===== config.mk =====
export PLATFORM = sky130hd
export DESIGN_NAME = slotmaker_config_table
export DESIGN_NICKNAME = d
export VERILOG_FILES = /design/src/rtl/slotmaker_config_table.sv
export SDC_FILE = /design/constraint.sdc
export NUM_CORES = 1
export LEC_CHECK = 0
export CAP_MARGIN = 0
export CORE_MARGIN = 2
export CORE_UTILIZATION = 45
export CTS_CLUSTER_SIZE = 40
export DETAILED_ROUTE_END_ITERATION = 16
export PLACE_DENSITY = 0.66
export SYNTH_ARGS = -nofsm -noshare
export SYNTH_HDL_FRONTEND = slang
export SYNTH_SLANG_ARGS = --single-unit

===== constraint.sdc =====
create_clock -name clk -period 6.05 [get_ports clk]
set_clock_uncertainty 0.2 [all_clocks]
set_input_delay 1.21 -clock clk [delete_from_list [all_inputs] [get_ports clk]]
set_output_delay 1.21 -clock clk [all_outputs]
set_load 0.01 [all_outputs]

===== src/rtl/slotmaker_config_table.sv =====
// Slotmaker config table: 8-entry slot->card-ID table written and read over the config
// interface, plus registered Apple II bus-cycle decode to the owning slot/card.
module slotmaker_config_table #(
    parameter logic [63:0] DEFAULT_CARDS = 64'h0,
    parameter bit          ENABLE_EXPROM = 1'b1
) (
    input  logic        clk,
    input  logic        resetn,
    input  logic [2:0]  cfg_slot,
    input  logic [7:0]  cfg_card_i,
    input  logic        cfg_wr,
    output logic [7:0]  cfg_card_o,
    output logic        cfg_change_o,
    input  logic [15:0] a2_addr,
    input  logic        a2_strobe,
    output logic        sel_valid_o,
    output logic [2:0]  sel_slot_o,
    output logic [7:0]  sel_card_o,
    output logic        devsel_o,
    output logic        iosel_o,
    output logic        iostrobe_o
);

    typedef enum logic [1:0] {
        HIT_NONE,
        HIT_DEVSEL,
        HIT_IOSEL,
        HIT_IOSTROBE
    } hit_kind_e;

    logic [7:0] table_q [8];
    logic       wr_q;
    logic       arm_q;
    logic [2:0] exp_owner_q;
    logic [2:0] exp_owner_d;

    logic [7:0] cfg_card_q;
    logic       cfg_change_q;
    logic       sel_valid_q;
    logic [2:0] sel_slot_q;
    logic [7:0] sel_card_q;
    logic       devsel_q;
    logic       iosel_q;
    logic       iostrobe_q;

    logic       commit;
    logic [7:0] cur_card;
    hit_kind_e  hit_kind;
    logic [2:0] hit_slot;
    logic [7:0] hit_card;
    logic       hit_valid;

    // A write only arms once cfg_wr has been seen low after reset, so a request
    // that straddles reset release is dropped rather than committed late.
    assign commit   = cfg_wr & ~wr_q & arm_q;
    assign cur_card = table_q[cfg_slot];

    // NOTE: combinational blocks assign every output a default first so no latch is inferred.
    always_comb begin
        hit_kind    = HIT_NONE;
        hit_slot    = 3'd0;
        exp_owner_d = exp_owner_q;
        if (a2_strobe) begin
            if (a2_addr[15:7] == 9'b1100_0000_1) begin
                hit_kind = HIT_DEVSEL;
                hit_slot = a2_addr[6:4];
            end else if (a2_addr[15:11] == 5'b11000 && a2_addr[10:8] != 3'd0) begin
                hit_kind = HIT_IOSEL;
                hit_slot = a2_addr[10:8];
                if (ENABLE_EXPROM) begin
                    exp_owner_d = a2_addr[10:8];
                end
            end else if (ENABLE_EXPROM && a2_addr[15:11] == 5'b11001) begin
                hit_slot = exp_owner_q;
                if (exp_owner_q != 3'd0) begin
                    hit_kind = HIT_IOSTROBE;
                end
                // $CFFF still reports the old owner, then releases the window.
                if (a2_addr[10:0] == 11'h7FF) begin
                    exp_owner_d = 3'd0;
                end
            end
        end
    end

    assign hit_card  = table_q[hit_slot];
    assign hit_valid = (hit_kind != HIT_NONE) && (hit_card != 8'h00);

    // NOTE: sequential state uses non-blocking assignments so every flop samples pre-edge values.
    // NOTE: the table is a small flop array, so it can and must be reset to DEFAULT_CARDS.
    always_ff @(posedge clk or negedge resetn) begin
        if (!resetn) begin
            for (int n = 0; n < 8; n++) begin
                table_q[n] <= DEFAULT_CARDS[8*n +: 8];
            end
            wr_q         <= 1'b0;
            arm_q        <= 1'b0;
            exp_owner_q  <= 3'd0;
            cfg_card_q   <= 8'h00;
            cfg_change_q <= 1'b0;
            sel_valid_q  <= 1'b0;
            sel_slot_q   <= 3'd0;
            sel_card_q   <= 8'h00;
            devsel_q     <= 1'b0;
            iosel_q      <= 1'b0;
            iostrobe_q   <= 1'b0;
        end else begin
            wr_q        <= cfg_wr;
            arm_q       <= arm_q | ~cfg_wr;
            exp_owner_q <= exp_owner_d;

            if (commit) begin
                table_q[cfg_slot] <= cfg_card_i;
            end
            cfg_card_q   <= commit ? cfg_card_i : cur_card;
            cfg_change_q <= commit && (cfg_card_i != cur_card);

            sel_valid_q <= hit_valid;
            devsel_q    <= hit_valid && (hit_kind == HIT_DEVSEL);
            iosel_q     <= hit_valid && (hit_kind == HIT_IOSEL);
            iostrobe_q  <= hit_valid && (hit_kind == HIT_IOSTROBE);
            if (hit_valid) begin
                sel_slot_q <= hit_slot;
                sel_card_q <= hit_card;
            end
        end
    end

    assign cfg_card_o   = cfg_card_q;
    assign cfg_change_o = cfg_change_q;
    assign sel_valid_o  = sel_valid_q;
    assign sel_slot_o   = sel_slot_q;
    assign sel_card_o   = sel_card_q;
    assign devsel_o     = devsel_q;
    assign iosel_o      = iosel_q;
    assign iostrobe_o   = iostrobe_q;

endmodule


==> impl_results.md, run 1 <==
* First-pass GRT wire length at 21400 um
* Global placement routability congestion at 0.871
* Post-Syn Area per Cell at 11.0 sq um
* Fmax at approximately 210 MHz
* Post-synth EDFFs at 0
* Gr ovfl total at 0
* Hold_sp: arm_q
* Register area share after synthesis at 45.4%
* Height of the die at 111 um
* Vias after detailed routing at between 3000 and 4000
* IO buf count at between 50 and 60
* Htree depth at 3
* CP arrival at around 4800 ps
* Leakage at 2.49 nW
* Reg-to-reg slack, setup at 2740 ps
* Type of origin of the critical path: input pin
* Worst reg-to-reg path cell count at 8
* R2r endpoint: sel_slot_o[2]
* Number of post-CTS setup repair buffers at 0
* Synthesis-to-finish area growth at 17.3%
* Number of global-route vias before repair at 3953
* Drc violations at 0
* WL/cell at 19.9 um
* RSZ-0062 raised after global routing: no
* Critical path class: input pin to flip-flop
* Clock-pin slew on the worst setup and hold paths at 70 ps
* Critical Path RT at about 6100 ps
* Mapped Area at between 0.005 and 0.006 sq mm
* Die ar. at approximately 0.012 sq mm
* Die width at 111 um
* Top cells by area, synth: dfrtp_1 45%, mux2_2 14%, nand2_1 4.5%
* CP cell instances: clkdlybuf4s50_1, or4b_4, o41ai_4, a21oi_2, buf_4, mux4_2, a221oi_2, a31oi_2, a31oi_4, mux2_1
* Run status: finished clean
* Share of the synthesized area in the top cell type at between 40% and 50%
* Via density at 6.03
* CTS resizes at 0
* Starting Density at 46.7%
* Io pins at 55
* Worst-skew pair later-pin latency at 350 ps
* Largest net degree at the start of global routing at 56
* Final setup margin at between 1000 and 1500 ps
* Fin Setup TNS at 0 ps
* Hpwl dp at just under 9000 um
* DR iter-0 viols at 251
* Least-Margin Pin Slew at 1200 ps
* Tot Pwr at approximately 1.9 mW
* Detailed Route WL at 12900 um
* Worst IR Drop VDD at 167 uV
* WHS Path Cells at 1
* Worst path slowest cell: or4b_4
* CP Capture Type: flip-flop
* Worst Hold Class: flip-flop to flip-flop
* Clock sink count at a little over 90
* Ys async rst share at 100%
* Slew headroom at 19.5%
* Worst r2r src: exp_owner_q[1]
* Hold_buf cts at 0
* # Max-Cap Violations at 0
* Pwr/cell area at 312 mW/mm^2
* GR Util All Layers at between 20% and 30%
* Fin crit share at 79.3%
* Synthesis-stage register bit count at between 90 and 100
* Syn Inst Count at 467
* Net count after synthesis at 498
* Max clock buf depth at 2
* Max incr delay on CP at 620 ps
* Yosys cell types at 58
* Final #Nets at 534
* Drt pass-1 iters at 5
* TritonCTS Buffers at 9
* Diode count at 0
* Root Buffer: clkbuf_16
* Share of cells above drive strength 1 at between 20% and 30%
* Pre-CTS setup slack at 911 ps
* Antenna violations before repair at 0
* Cell Rows at 38
* Hold Violations, Final at 0
* Top_reg_cell synth: dfrtp_1
* CP Max Fanout at 29
* Cell taking the most area after synthesis: dfrtp_1
* Syn. warnings at 0
* CTS tree: yes
* Worst Hold End: arm_q
* DRT antenna net count at 0
* Fin crit period at 4800 ps
* Core Area at 0.0110 sq mm
* Final setup viols at 0
* Slew Limit Fails at 0
## Yosys cell counts (2+ instances only)
master,n
dfrtp_1,93
mux2_2,66
nand2_1,61
nand3_1,30
clkbuf_1,21
mux2i_1,19
o21ai_0,19
nor2_1,17
inv_1,13
a21oi_1,9
mux4_2,9
a211oi_1,7
mux2_4,7
nor4_1,6
buf_1,5
nand4_1,5
xor2_1,5
buf_2,4
nor2b_1,4
nor3_1,4
o41ai_1,4
a22oi_1,3
a31oi_1,3
and3_1,3
buf_6,3
o22ai_1,3
xnor2_1,3
a21oi_2,2
a221o_1,2
a221oi_1,2
a32o_1,2
a32oi_1,2
and2_1,2
buf_4,2
o211ai_1,2
o221ai_1,2
o41ai_4,2
## flip-flops by register name, indices dropped and copies added (netlist names)
name and count:
iostrobe_o 1, arm_q 1, sel_card_o 8, iosel_o 1, devsel_o 1, table_q 64, sel_valid_o 1, cfg_card_o 8
cfg_change_o 1, sel_slot_o 3, exp_owner_q 3, wr_q 1
## critical path: cells and delay by family
| family | cells | cell delay [ps] |
|---|---|---|
| compound gates | 5 | 1340 |
| mux | 2 | 850 |
| buf+inv | 2 | 800 |
| simple gates | 1 | 620 |
## area by class of cell
type | count | area [sq um]
clock buffer | 11 | 243
clock inverter | 5 | 50.0
fill | 961 | 4960
inverter | 13 | 48.8
multi-input combinational | 326 | 2590
sequential | 93 | 2330
tap | 140 | 175
timing repair buffer | 60 | 583
## where the power goes
part           leakage (nW)  switching (mW)  internal (mW)
Clock                 0.149           0.238          0.329
Combinational          1.18           0.197          0.243
Sequential             1.15           0.121          0.752
Total                  2.49           0.556           1.32
## kinds of logic (layout without fill, tap and decap cells)
| family | Yosys count | in the layout | share of synthesized area (%) |
|---|---|---|---|
| compound gates | 74 | 74 | 11.2 |
| xor+xnor | 8 | 8 | 1.37 |
| mux | 102 | 102 | 24.4 |
| flops | 93 | 93 | 45.4 |
| buf+inv | 48 | 89 | 4.20 |
| simple gates | 142 | 142 | 13.4 |
## cells in the final DEF (no fill, tap or decap), drive strengths merged, types with 3 or more instances in the layout
| cell type | count |
|---|---|
| dfrtp | 93 |
| mux2 | 74 |
| nand2 | 61 |
| clkdlybuf4s50 | 53 |
| nand3 | 30 |
| o21ai | 19 |
| mux2i | 19 |
| nor2 | 17 |
| inv | 13 |
| a21oi | 11 |
| clkbuf | 11 |
| mux4 | 9 |
| a211oi | 7 |
| buf | 7 |
| nor4 | 6 |
| o41ai | 6 |
| xor2 | 5 |
| nand4 | 5 |
| a31oi | 5 |
| nor2b | 4 |
| clkinv | 4 |
| nor3 | 4 |
| a22oi | 3 |
| and3 | 3 |
| xnor2 | 3 |
| o22ai | 3 |
| a221oi | 3 |
## metal layers
layer	global-route usage, %	share of wire [%]	routed length (um)
met5	0	0	0
met4	7.92	1.7	223
met3	5.41	6.4	828
met2	33.6	46	5870
met1	30.5	46	5970
## worst max path at each step
| stage | from | to | cells after the start |
|---|---|---|---|
| 2_1_floorplan | a2_addr[12] | sel_card_o[0] | 10 |
| 3_3_place_gp | a2_addr[9] | sel_slot_o[2] | 10 |
| 3_5_place_dp | a2_addr[9] | sel_slot_o[2] | 10 |
| 4_1_cts | a2_addr[9] | sel_slot_o[2] | 10 |
| 5_1_grt | a2_addr[14] | sel_slot_o[2] | 11 |
| 6_report | a2_addr[9] | sel_slot_o[2] | 10 |
## metrics by stage
stage          std cells  hold slack (ps)  instance area (sq um)  utilization (%)
2_1_floorplan        467              235                   5130                -
4_1_cts              648              280                   6020             54.8
3_3_place_gp         632              249                   5730             52.1
3_5_place_dp         632              262                   5730             52.1
6_report             648              273                   6020             54.8
5_1_grt              648              301                   6020             54.8
Note: power is estimated with default switching activity, not from simulation.
==> run 2, diff against run 1 <==
--- a/config.mk
+++ b/config.mk
@@ -10,7 +10,7 @@
 export CORE_UTILIZATION = 45
 export CTS_CLUSTER_SIZE = 40
 export DETAILED_ROUTE_END_ITERATION = 16
-export PLACE_DENSITY = 0.66
+export PLACE_DENSITY = 0.68
 export SYNTH_ARGS = -nofsm -noshare
 export SYNTH_HDL_FRONTEND = slang
 export SYNTH_SLANG_ARGS = --single-unit
==> constraint.sdc (replaced) <==
create_clock -name clk -period 4 [get_ports clk]
set_clock_uncertainty 0.2 [all_clocks]
set_input_delay 0.8 -clock clk [delete_from_list [all_inputs] [get_ports clk]]
set_output_delay 0.8 -clock clk [all_outputs]
set_load 0.01 [all_outputs]
==> run 2 against run 1 <==
Total power up 56%. Critical path depth up 2. Worst hold slack worse by 22 ps. Final area increased by 6.0%. Sequential power grew 53%. Flip-flop and latch count is the same. Combinational power rose by 59%. Largest power group unchanged. Highest routed layer unchanged.
==> impl_results.md, run 2 (synthesis results as in run 1) <==
* CTS resizes at 0 (unchanged)
* Crit. Startpoint: a2_addr[14]
* Final #Nets at 578 (+8.2%)
* Diode count at 0 (unchanged)
* Via density at 5.96 (-1.1%)
* Max clock buf depth at 2 (unchanged)
* Hold_buf cts at 0 (unchanged)
* Tot Pwr at 2.94 mW (+56%)
* Reg-to-reg slack, setup at 1270 ps (-1470 ps)
* Util after Layout at 58.1% (+3.3 points)
* Io pins at 55 (unchanged)
* Cell Rows at 38 (unchanged)
* Gr ovfl total at 0 (unchanged)
* Met1 usage at 31.3% (+0.83 points)
* Clock sink count at 93 (unchanged)
* Worst Hold Class: input pin to async pin
* Hpwl dp at 10000 um (+12%)
* Leakage at 2.70 nW (+8.6%)
* Final setup viols at 0 (unchanged)
* Starting Density at 46.7% (unchanged)
* Run status: finished clean
* Die ar. at 0.0123 sq mm (unchanged)
* Clock-pin slew on the worst setup and hold paths at 70 ps (about the same)
* Antenna violations before repair at 0 (unchanged)
* Worst-skew pair later-pin latency at 360 ps (about the same)
* Most frequent cells in the layout: 93 x dfrtp_1, 66 x mux2_2, 61 x nand2_1, 53 x clkdlybuf4s50_1, 50 x buf_4
* Synthesis-to-finish area growth at 24.3%
* Final setup margin at 260 ps (-991 ps)
* Pwr/cell area at 461 mW/mm^2 (+48%)
* Htree depth at 3 (unchanged)
* TritonCTS Buffers at 9 (unchanged)
* Fin crit share at 93.5%
* IO buf count at 54 (unchanged)
* Grt met2 use at 35.8% (+2.2 points)
* Fmax at 267 MHz
* DR iter-0 viols at 365 (+45%)
* WL/cell at 19.6 um (-1.3%)
* # Max-Cap Violations at 0 (unchanged)
* CP Capture Type: flip-flop
* DRT antenna net count at 0 (unchanged)
* Core Area at 0.0110 sq mm (unchanged)
* Drc violations at 0 (unchanged)
* CP arrival at 3780 ps (-1050 ps)
* CP Max Fanout at 8 (-72%)
* Grt met3 use at 4.05% (-1.4 points)
* Least-Margin Pin Slew at 604 ps (-600 ps)
* Height of the die at 111 um (unchanged)
* Slew Limit Fails at 0 (unchanged)
* Worst r2r src: exp_owner_q[1]
* GR Util All Layers at 22.9% (+0.91 points)
* Fin crit period at 3740 ps
* Largest reg by FF count: table_q
* Die width at 111 um (unchanged)
* First-pass GRT wire length at 22100 um (+3.1%)
* Number of post-CTS setup repair buffers at 0 (unchanged)
* Vias after detailed routing at 4126 (+5.6%)
* Hold Violations, Final at 0 (unchanged)
* Largest net degree at the start of global routing at 49 (-13%)
* Global placement routability congestion at 0.955 (+9.7%)
* Slew headroom at 59.6% (+40 points)
* Fillers at 923 (-4.0%)
* Most common cell after layout, fill and taps aside: dfrtp_1
* Busiest grt layer: met2
* Max FFs per register at 64 (unchanged)
* Share of cells above drive strength 1 at 29.0% (+6.2 points)
* Pre-CTS setup slack at -99.0 ps (-1010 ps)
* Detailed Route WL at 13600 um (+5.4%)
* RSZ-0062 raised after global routing: no
* Critical Path RT at 4040 ps (-2040 ps)
* Number of global-route vias before repair at 4191 (+6.0%)
* Critical path class: input pin to flip-flop
* Type of origin of the critical path: input pin
* CTS tree: yes
* Drt pass-1 iters at 5 (unchanged)
* Root Buffer: clkbuf_16
* Worst IR Drop VDD at 329 uV (+97%)
-- run 2: final cells by class --
cell class                 instances  area (sq um)  area share, %
timing repair buffer             104           926           14.5
sequential                        93          2330           36.5
multi-input combinational        326          2590           40.6
inverter                          13          48.8          0.765
clock buffer                       9           225           3.53
tap                              140           175           2.75
clock inverter                     7          88.8           1.39
-- run 2: power by group --
group / internal [mW] / total, mW / switching [mW]
Sequential: 1.14 / 1.34 / 0.208
Clock: 0.499 / 0.898 / 0.399
Combinational: 0.396 / 0.698 / 0.302
Total: 2.03 / 2.94 / 0.909
-- run 2: per-layer routing --
layer / up-vias / wire, um
li1: 1886 / -
met1: 2033 / 6120
met2: 181 / 6290
met3: 26 / 837
met4: 0 / 340
met5: - / 0
-- run 2: worst max-delay path, stage by stage --
cell,delay [ps]
clkdlybuf4s50_1,480
nor4bb_1,280
buf_4,160
buf_4,130
nand2_1,90
or3_1,510
a211oi_1,220
o21ai_0,160
a32oi_1,340
a31oi_4,150
buf_4,160
mux2_1,300
-- run 2: final timing paths --
kind,end,cells past startpoint
hold reg to reg,arm_q,1
hold / removal,table_q[24],1
max in group asynchronous,table_q[38],2
setup reg to reg,sel_slot_o[2],8
setup / recovery,sel_slot_o[2],12
min in group clk,arm_q,1
-- run 2: metrics by stage --
step,area [sq um],cells,TNS (ps),hold WS (ps)
6_report,6380,692,0,251
5_1_grt,6380,692,0,306
4_1_cts,6380,692,0,262
3_5_place_dp,6060,676,-877,265
3_3_place_gp,6060,676,-411,250
2_1_floorplan,5130,467,0,235
==> run 3, diff against run 2 <==
--- a/config.mk
+++ b/config.mk
@@ -5,12 +5,14 @@
 export SDC_FILE = /design/constraint.sdc
 export NUM_CORES = 1
 export LEC_CHECK = 0
+export ABC_CLOCK_PERIOD_IN_PS = 4000
 export CAP_MARGIN = 0
 export CORE_MARGIN = 2
 export CORE_UTILIZATION = 45
+export CTS_CLUSTER_DIAMETER = 80
 export CTS_CLUSTER_SIZE = 40
 export DETAILED_ROUTE_END_ITERATION = 16
-export PLACE_DENSITY = 0.68
+export DONT_BUFFER_PORTS = 1
 export SYNTH_ARGS = -nofsm -noshare
 export SYNTH_HDL_FRONTEND = slang
 export SYNTH_SLANG_ARGS = --single-unit
==> run 3 against run 2 <==
Combinational power is 28% lower. First-iteration DRC count shrank 27%. Utilization decreased by 7.9 points. Non-clock buffer count fell by 94. Register-to-register slack lost 180 ps. Clock power shrank 9.1%.
==> impl_results.md, run 3 (synthesis results as in run 1) <==
* Critical path class: input pin to flip-flop
* CP Capture Type: flip-flop
* Flop pwr share at 51.1% (+5.4 points)
* Grt met2 use at 31.6% (-4.2 points)
* Synthesis-to-finish area growth at 7.46%
* Area of the multi-input gates at 0.00259 sq mm (unchanged)
* Max FFs per register at 64 (unchanged)
* Met1 usage at 32.9% (+1.6 points)
* Reg-to-reg slack, setup at 1090 ps (-180 ps)
* Antenna violations before repair at 0 (unchanged)
* Diode count at 0 (unchanged)
* TritonCTS Buffers at 9 (unchanged)
* Switching part of the total at 30.3% (-0.60 points)
* Fillers at 982 (+6.4%)
* # Max-Cap Violations at 0 (unchanged)
* Run status: finished clean
* Share of cells above drive strength 1 at 25.8% (-3.2 points)
* Leakage at 2.30 nW (-15%)
* Hold slack final at 151 ps (-100 ps)
* Slew Limit Fails at 0 (unchanged)
* Clock sink count at 93 (unchanged)
* Clock-pin slew on the worst setup and hold paths at 70 ps (about the same)
* Die width at 111 um (unchanged)
* Register Area at 0.00233 sq mm (unchanged)
* Vias after detailed routing at 3698 (-10%)
* Busiest grt layer: met1
* Max clock buf depth at 2 (unchanged)
* Dpl cells at 581 (-14%)
* Least-Margin Pin Slew at 572 ps (-31.9 ps)
* Hold Violations, Final at 0 (unchanged)
* Post-Layout Cell Count at 598 (-14%)
* Detailed Route WL at 13000 um (-4.2%)
* Drc violations at 0 (unchanged)
* Fmax at 287 MHz (+7.3%)
* CTS tree: yes
* Pwr/cell area at 488 mW/mm^2 (+5.8%)
* Htree depth at 3 (unchanged)
* Final setup margin at 516 ps (+255 ps)
* RSZ-0062 raised after global routing: no
* P_sw at 0.815 mW (-10%)
* Via density at 6.18 (+3.7%)
* Fin crit period at 3480 ps (-255 ps)
* CP Max Fanout at 11 (+3)
* Hpwl dp at 8980 um (-10%)
* WL/cell at 21.8 um (+11%)
* Starting Density at 46.7% (unchanged)
* Fin Setup TNS at 0 ps (unchanged)
* Die ar. at 0.0123 sq mm (unchanged)
* Worst IR Drop VDD at 225 uV (-31%)
* Number of global-route vias before repair at 3572 (-15%)
* Drt pass-1 iters at 5 (unchanged)
* DR iter-0 viols at 265 (-27%)
* Global placement routability congestion at 0.897 (-6.1%)
* Final setup viols at 0 (unchanged)
* Gr ovfl total at 0 (unchanged)
* Largest net degree at the start of global routing at 94 (+92%)
* Worst Hold Class: input pin to async pin
* DRT antenna net count at 0 (unchanged)
* Core Area at 0.0110 sq mm (unchanged)
* Worst-skew pair later-pin latency at 360 ps (about the same)
* Most common cell after layout, fill and taps aside: dfrtp_1
* P_int at 1.87 mW (-7.7%)
* IO buf count at 0 (-100%)
* Largest reg by FF count: table_q
* Pre-CTS setup slack at 121 ps (+220 ps)
* Fin crit share at 87.1% (-6.4 points)
* Cell Rows at 38 (unchanged)
* Critical Path RT at 4040 ps (about the same)
* CP arrival at 3530 ps (-250 ps)
* Height of the die at 111 um (unchanged)
* Placed Area at 0.00521 sq mm (-14%)
* Clk pwr share at 30.3% (-0.2 points)
* Root Buffer: clkbuf_16
* Io pins at 55 (unchanged)
* First-pass GRT wire length at 21000 um (-5.1%)
* GR Util All Layers at 22.2% (-0.71 points)
* Most frequent cells in the layout: 93 x dfrtp_1, 66 x mux2_2, 61 x nand2_1, 30 x nand3_1
* Grt met3 use at 4.54% (+0.49 points)
* Slew headroom at 61.9% (+2.3 points)
* Type of origin of the critical path: input pin
* Final #Nets at 484 (-16%)
* Finished layout cell area at 0.00551 sq mm (-14%)
* Comb power frac at 18.6% (-5.1 points)
-- run 3: cell count changes in the layout (fill, tap and decap cells not counted), moves of 2 or more --
cell,delta
clkinv_2,+3
clkbuf_8,+2
buf_4,-41
inv_6,-4
clkdlybuf4s50_1,-53
-- run 3: area by class of cell --
cell class,instances,share of cell area (%)
multi-input cells,326,46.9
inverters,13,0.885
repair buffers,10,1.72
clock buffers,12,4.65
clock inverters,4,0.409
flip-flops and latches,93,42.2
well taps,140,3.18
-- run 3: power by group through the flow --
stage                     clock, mW  sequential [mW]  combinational [mW]
after floorplan                   0             1.28               0.430
after global placement            0             1.38               0.467
after detailed placement          0             1.38               0.479
after CTS                     0.833             1.36               0.504
after global routing          0.874             1.39               0.561
final                         0.816             1.37               0.500
-- run 3: metrics by stage --
stage	total power [mW]	util, %
6_report	2.69	50.2
2_1_floorplan	1.71	-
4_1_cts	2.70	50.2
3_3_place_gp	1.85	47.4
3_5_place_dp	1.86	47.4
5_1_grt	2.83	50.2
-- run 3: worst max-delay path, cell delays in order --
cell and delay, ps:
or4b_4 560, o41ai_4 290, a21oi_2 80, mux4_2 450
a221oi_2 390, a31oi_2 140, a31oi_4 450, mux2_1 360
-- run 3: path summary, 6_finish.rpt --
| check | to | startpoint | cells after the start |
|---|---|---|---|
| hold reg to reg | arm_q | arm_q | 1 |
| min in group clk | wr_q | cfg_wr | 0 |
| max in group asynchronous | table_q[4] | resetn | 1 |
| setup / recovery | sel_slot_o[2] | a2_addr[10] | 8 |
| hold / removal | devsel_o | resetn | 1 |
| setup reg to reg | sel_slot_o[2] | exp_owner_q[1] | 7 |
-- run 3: what timing repair did --
item                       CTS  global route
hold buffers                 1             0
buffers inserted             0             0
hold endpoints to repair    93             0
resized for setup            0             0
setup endpoints to repair    0             0
-- run 3: routing by layer --
metal | wire length [um] | vias up | part of all wire (%)
met5 | 0 | - | 0
met4 | 299 | 0 | 2.3
met3 | 955 | 22 | 7.3
met2 | 5530 | 161 | 42
met1 | 6230 | 1834 | 48
li1 | - | 1681 | -
